**config.mk**
```make
export PLATFORM = sky130hd
export DESIGN_NAME = usb_ep_status_mp
export DESIGN_NICKNAME = d
export VERILOG_FILES = /design/src/rtl/usb_ep_status_mp.sv
export SDC_FILE = /design/constraint.sdc
export NUM_CORES = 2
export LEC_CHECK = 0
export BUFFER_PORTS_ARGS = -buffer_cell sky130_fd_sc_hd__buf_2
export CORE_ASPECT_RATIO = 0.75
export CORE_MARGIN = 8
export CORE_UTILIZATION = 50
export DETAILED_ROUTE_END_ITERATION = 12
export PLACE_DENSITY_LB_ADDON = 0.3
export SLEW_MARGIN = 5
export SYNTH_ARGS = -nofsm -noshare
export SYNTH_HDL_FRONTEND = slang
export SYNTH_SLANG_ARGS = --single-unit
```
**constraint.sdc**
```tcl
create_clock -name clk -period 20.6 [get_ports clk]
set_input_delay 0 -clock clk [delete_from_list [all_inputs] [get_ports clk]]
set_output_delay 0 -clock clk [all_outputs]
set_load 0.02 [all_outputs]
```
**src/rtl/usb_ep_status_mp.sv**
```systemverilog
// Multi-port endpoint status memory: one never-stalled priority port plus NS
// round-robin secondary ports sharing a 2^AW x DW RAM. It supports per-bit write
// masks, zero-reads, read-valid strobes and an optional zero-fill after reset.
module usb_ep_status_mp #(
    parameter int AW         = 8,
    parameter int DW         = 16,
    parameter int NS         = 2,
    parameter int INIT_CLEAR = 1
) (
    input  logic             clk,
    input  logic             rst,
    input  logic [AW-1:0]    p_addr,
    input  logic             p_read,
    input  logic             p_zero,
    input  logic             p_write,
    input  logic [DW-1:0]    p_wmask,
    input  logic [DW-1:0]    p_din,
    output logic [DW-1:0]    p_dout,
    output logic             p_valid,
    input  logic [NS*AW-1:0] s_addr,
    input  logic [NS-1:0]    s_read,
    input  logic [NS-1:0]    s_zero,
    input  logic [NS-1:0]    s_write,
    input  logic [NS*DW-1:0] s_wmask,
    input  logic [NS*DW-1:0] s_din,
    output logic [NS-1:0]    s_ready,
    output logic [NS*DW-1:0] s_dout,
    output logic [NS-1:0]    s_valid,
    output logic             init_done
);

    localparam int IW    = (NS > 1) ? $clog2(NS) : 1;
    localparam int DEPTH = 1 << AW;

    typedef enum logic {INIT, RUN} state_t;

    state_t          state, state_next;
    logic [AW-1:0]   init_cnt;
    logic [IW-1:0]   rr_last;
    logic [DW-1:0]   mem [DEPTH];

    logic            p_req;
    logic [NS-1:0]   s_req;
    logic [NS-1:0]   grant;
    logic            sec_any;
    logic [IW-1:0]   sec_idx;
    int              srch;

    // Stage 1: registered operation heading into the RAM
    logic            s1_we, s1_rd, s1_zero;
    logic [NS:0]     s1_dst;
    logic [AW-1:0]   s1_addr;
    logic [DW-1:0]   s1_din, s1_mask;

    // Stage 2: RAM read data plus the flags that travel with it
    logic            s2_rd, s2_zero;
    logic [NS:0]     s2_dst;
    logic [DW-1:0]   rdata;

    // Priority wins outright; otherwise search upward from the port after rr_last
    always_comb begin
        p_req   = p_read | p_zero | p_write;
        s_req   = s_read | s_zero | s_write;
        grant   = '0;
        sec_any = 1'b0;
        sec_idx = '0;
        srch    = 0;
        if (state == RUN && !p_req) begin
            for (int k = 1; k <= NS; k++) begin
                srch = (int'(rr_last) + k) % NS;
                if (!sec_any && s_req[srch]) begin
                    sec_any = 1'b1;
                    sec_idx = IW'(srch);
                end
            end
        end
        if (sec_any) grant[sec_idx] = 1'b1;
    end

    assign s_ready = grant;

    // INIT ends once the last zero-fill address has been issued
    always_comb begin
        state_next = state;
        if (state == INIT && init_cnt == '1) state_next = RUN;
    end

    // State, fill counter, round-robin pointer and init_done
    always_ff @(posedge clk or posedge rst) begin
        if (rst) begin
            state     <= (INIT_CLEAR != 0) ? INIT : RUN;
            init_cnt  <= '0;
            rr_last   <= IW'(NS - 1);
            init_done <= (INIT_CLEAR != 0) ? 1'b0 : 1'b1;
        end else begin
            state <= state_next;
            if (state == INIT) init_cnt <= init_cnt + 1'b1;
            if (sec_any) rr_last <= sec_idx;
            if (state == RUN) init_done <= 1'b1;
        end
    end

    // Capture the accepted operation (or the zero-fill write) into stage 1
    always_ff @(posedge clk or posedge rst) begin
        if (rst) begin
            s1_we   <= 1'b0;
            s1_rd   <= 1'b0;
            s1_zero <= 1'b0;
            s1_dst  <= '0;
            s1_addr <= '0;
            s1_din  <= '0;
            s1_mask <= '0;
        end else if (state == INIT) begin
            s1_we   <= 1'b1;
            s1_rd   <= 1'b0;
            s1_zero <= 1'b0;
            s1_dst  <= '0;
            s1_addr <= init_cnt;
            s1_din  <= '0;
            s1_mask <= '1;
        end else if (p_req) begin
            s1_we   <= p_write;
            s1_rd   <= p_read | p_zero;
            s1_zero <= p_zero;
            s1_dst  <= {1'b1, {NS{1'b0}}};
            s1_addr <= p_addr;
            s1_din  <= p_din;
            s1_mask <= p_wmask;
        end else if (sec_any) begin
            s1_we   <= s_write[sec_idx];
            s1_rd   <= s_read[sec_idx] | s_zero[sec_idx];
            s1_zero <= s_zero[sec_idx];
            s1_dst  <= {1'b0, grant};
            s1_addr <= s_addr[sec_idx*AW +: AW];
            s1_din  <= s_din[sec_idx*DW +: DW];
            s1_mask <= s_wmask[sec_idx*DW +: DW];
        end else begin
            s1_we   <= 1'b0;
            s1_rd   <= 1'b0;
            s1_zero <= 1'b0;
            s1_dst  <= '0;
        end
    end

    // RAM: masked write and read of the old contents happen on the same edge
    always_ff @(posedge clk) begin
        if (s1_we) mem[s1_addr] <= (mem[s1_addr] & ~s1_mask) | (s1_din & s1_mask);
        rdata <= mem[s1_addr];
    end

    // Carry the read flags alongside the RAM access
    always_ff @(posedge clk or posedge rst) begin
        if (rst) begin
            s2_rd   <= 1'b0;
            s2_zero <= 1'b0;
            s2_dst  <= '0;
        end else begin
            s2_rd   <= s1_rd;
            s2_zero <= s1_zero;
            s2_dst  <= s1_dst;
        end
    end

    // Route the result to the requesting port and pulse its valid
    always_ff @(posedge clk or posedge rst) begin
        if (rst) begin
            p_dout  <= '0;
            p_valid <= 1'b0;
            s_dout  <= '0;
            s_valid <= '0;
        end else begin
            p_valid <= s2_rd & s2_dst[NS];
            if (s2_rd && s2_dst[NS]) p_dout <= s2_zero ? '0 : rdata;
            for (int i = 0; i < NS; i++) begin
                s_valid[i] <= s2_rd & s2_dst[i];
                if (s2_rd && s2_dst[i]) s_dout[i*DW +: DW] <= s2_zero ? '0 : rdata;
            end
        end
    end

endmodule
```
==> results.toml <==
[setup_path]
critPathCaptureType = "flop"
cp_data_required_time_ns = 21.12
start_kind = "flop"
criticalPathCategory = "reg2reg"
cp_max_fo = 125
worstPathArrival_ns = 10.22

[cells_and_area]
fin_util_pct = 56.93
fin_cells = 13270
regArea_mm2 = 0.1262
synthToLayoutAreaGrowth_pct = 13.25
multiInputGateArea_mm2 = 0.03487
drive_gt1_share_pct = 24.01
fillers = 23430
design_area_mm2 = 0.1846
final_nets = 8791

[sta]
drv_slew = 0
fin_crit_ns = 9.703
period_share_pct = 47.10
setup_tns_ns = 0
maxSlewHeadroom_pct = 8.218
timing.final.ws_setup_ns = 10.90
finalSetupViolCount = 0
clock_skew_ns = 0.05510
rsz0062_at_grt = "no"
finalHoldViolCount = 0
timing.fmax_mhz = 103.1
tightest_slew_ns = 1.375

[placed_design]
placed_area_mm2 = 0.1709
dp_slack_ns = 11.14
dp_hpwl_um = 268600
gp_congestion = 0.9244
placed_cells = 12420
portBuffers = 184

[synthesis]
seq_area_frac_synth_pct = 77.39
synth_cell_types = 74
synth_edf_count = 4096
synth_cells = 7989
synthFlopType = "edfxtp_1"
synthArstFlopShare_pct = 2.675
syn-cell-area_mm2 = 0.1630
syn_nets = 8121
syn_avg_cell_area_um2 = 20.40
synth-seq-cells = 4225
yosysWarningCount = 0

[clock_tree]
clk_latency_ns = 0.93
htree_levels = 5
clk_path_buf_depth = 4
numCtsBuffers = 380
cts_tree = "built"
clock_sinks = 4225
cts-root-buf = "clkbuf_16"
clkSlewWorstSetupHoldPaths_ns = 0.06

[route]
drc = 0
drt_first_pass_iters = 8
ant_nets = 0
vias = 86580
wl_per_cell_um = 34.03
drtIter0Drc = 13070
via_per_inst = 6.527
wl_um = 451400

[grt]
gr-usage-all-layers_pct = 25.69
antenna_found_initial = 19
grt_max_degree = 190
grt_overflow = 0
grt_pass1_wl_um = 634000
grt_pass1_vias = 84010

[pwr]
power.density_mw_per_mm2 = 88.61
ir_drop_mv = 0.06961
p_leak_nw = 47.70

[die]
die_x_um = 675.3
core_mm2 = 0.3243
num_rows = 181
ios = 185
die_area_mm2 = 0.3447
die_y_um = 510.5
start_util_pct = 50.26

[run_status]
status = "completed"

[min_path]
hold_class = "in2reg"

[flow_run]
maxCapViolations = 0
synthesized netlist by cell type, types with 18 or more instances:
cell type	number	area (µm²)
nand4_1	21	131.4
buf_4	63	473.0
nand3_1	219	1096
a21oi_1	145	725.7
nand2b_1	22	137.6
edfxtp_1	4096	123000
buf_6	21	236.5
buf_1	35	131.4
and3_1	65	406.6
clkbuf_1	219	822.0
nor3_1	20	100.1
a22oi_1	164	1231
a22o_1	18	157.7
dfrtp_1	112	2803
mux2_2	67	754.5
a2111oi_0	18	157.7
o22ai_1	63	394.1
nand2_1	327	1227
o21ai_0	105	525.5
nor2_1	345	1295
a221oi_1	70	613.1
o2111ai_1	46	402.9
a31oi_1	53	331.6
a211oi_1	37	277.8
buf_2	165	825.8
mux2i_1	422	4224
mux4_2	810	18240
logic make-up (layout without fill, tap and decap cells):
kind of cell,Yosys count,in the layout,synth area share [%]
XOR/XNOR,7,7,0.03761
flip-flops,4225,4225,77.39
AO/OA/AOI/OAI,855,855,3.743
buffers and inverters,517,1483,1.559
AND/OR/NAND/NOR,1085,1085,3.020
multiplexers,1299,1299,14.25
adder cells (fa/ha/maj),1,1,0.007675
other,0,10,0
registers in the layout, summed over array words and instances, names as in the netlist, 2 cells and up:
name and cells:
init_cnt 8, mem 4096, p_dout 16, rdata 16, s1_addr 8, s1_din 16, s1_dst 3, s1_mask 16
s2_dst 3, s_dout 32, s_valid 2
cells in the final DEF, fill, tap and decap left out, types with 22 or more instances in the layout:
master / instances
edfxtp_1: 4096
mux4_2: 810
buf_4: 439
mux2i_1: 422
clkbuf_16: 385
nand2_1: 327
nor2_1: 319
nand3_1: 218
buf_2: 184
a22oi_1: 164
dlygate4sd3_1: 158
a21oi_1: 145
o21ai_0: 105
dfrtp_1: 104
clkbuf_1: 81
clkinv_1: 71
a221oi_1: 70
mux2_2: 67
and3_1: 65
o22ai_1: 63
clkinv_2: 58
a31oi_1: 52
o2111ai_1: 46
bufinv_16: 40
a211oi_1: 37
nor2_2: 24
nand2b_1: 22
final timing paths:
kind / startpoint / end / slack, ns / cells past startpoint
min in group asynchronous: rst / p_dout[4] / 0.43 / 4
worst min register to register: s1_rd / s2_rd / 0.35 / 0
max in group asynchronous: rst / s1_din[8] / 18.88 / 5
worst min-delay path: s_write[1] / s1_we / 0.08 / 4
worst max register to register: s1_addr[1] / mem[112][0] / 10.90 / 13
worst max-delay path: s1_addr[1] / mem[112][0] / 10.90 / 13
where the power goes:
part	total (mW)	internal (mW)	switching (mW)	leakage [nW]
registers	9.27	9.27	0	29.9
clock network	7.05	3.96	3.09	5.91
logic	0.0366	0.0208	0.0158	11.9
total	16.4	13.3	3.10	47.7
through the flow:
| stage | power (mW) | hold WS (ns) |
|---|---|---|
| after detailed placement | 9.482 | 0.2341 |
| after global placement | 9.481 | 0.2107 |
| after CTS | 16.42 | 0.01979 |
| after floorplan | 9.464 | 0.1008 |
| after global routing | 16.72 | 0.09778 |
| final | 16.36 | 0.08185 |
layer usage:
metal | track usage (%) | vias up | share of wire [%]
met3 | 8.484 | 719 | 15
met2 | 36.79 | 5841 | 43
met4 | 6.988 | 2 | 3.0
li1 | - | 34430 | -
met5 | 0 | - | 0.0029
met1 | 38.02 | 45580 | 39
worst max-delay path, cell delays in order (launching register included):
cell       delay (ns)
dfrtp_4          0.93
buf_4            0.75
buf_4            0.75
buf_4            0.82
buf_4            0.69
buf_4            0.74
mux2i_1          0.16
a22oi_1          0.29
a22oi_1          0.16
o2111ai_1        0.27
a211oi_1         0.28
o31ai_4          0.88
buf_4            0.93
buf_4            1.01
final cells by class:
| class | instances | share of cell area, % |
|---|---|---|
| flip-flops and latches | 4225 | 68.34 |
| repair buffers | 791 | 3.249 |
| clock buffers | 477 | 5.445 |
| diodes | 10 | 0.01356 |
| inverters | 14 | 0.03253 |
| clock inverters | 201 | 1.115 |
| multi-input cells | 3247 | 18.89 |
| well taps | 4300 | 2.914 |
what timing repair did:
item / CTS / global route
setup buffers: 0 / 0
hold endpoints to repair: 101 / 0
gates resized for setup: 0 / 0
hold buffers: 158 / 0
No activity file was read; power rests on OpenSTA's default activity.
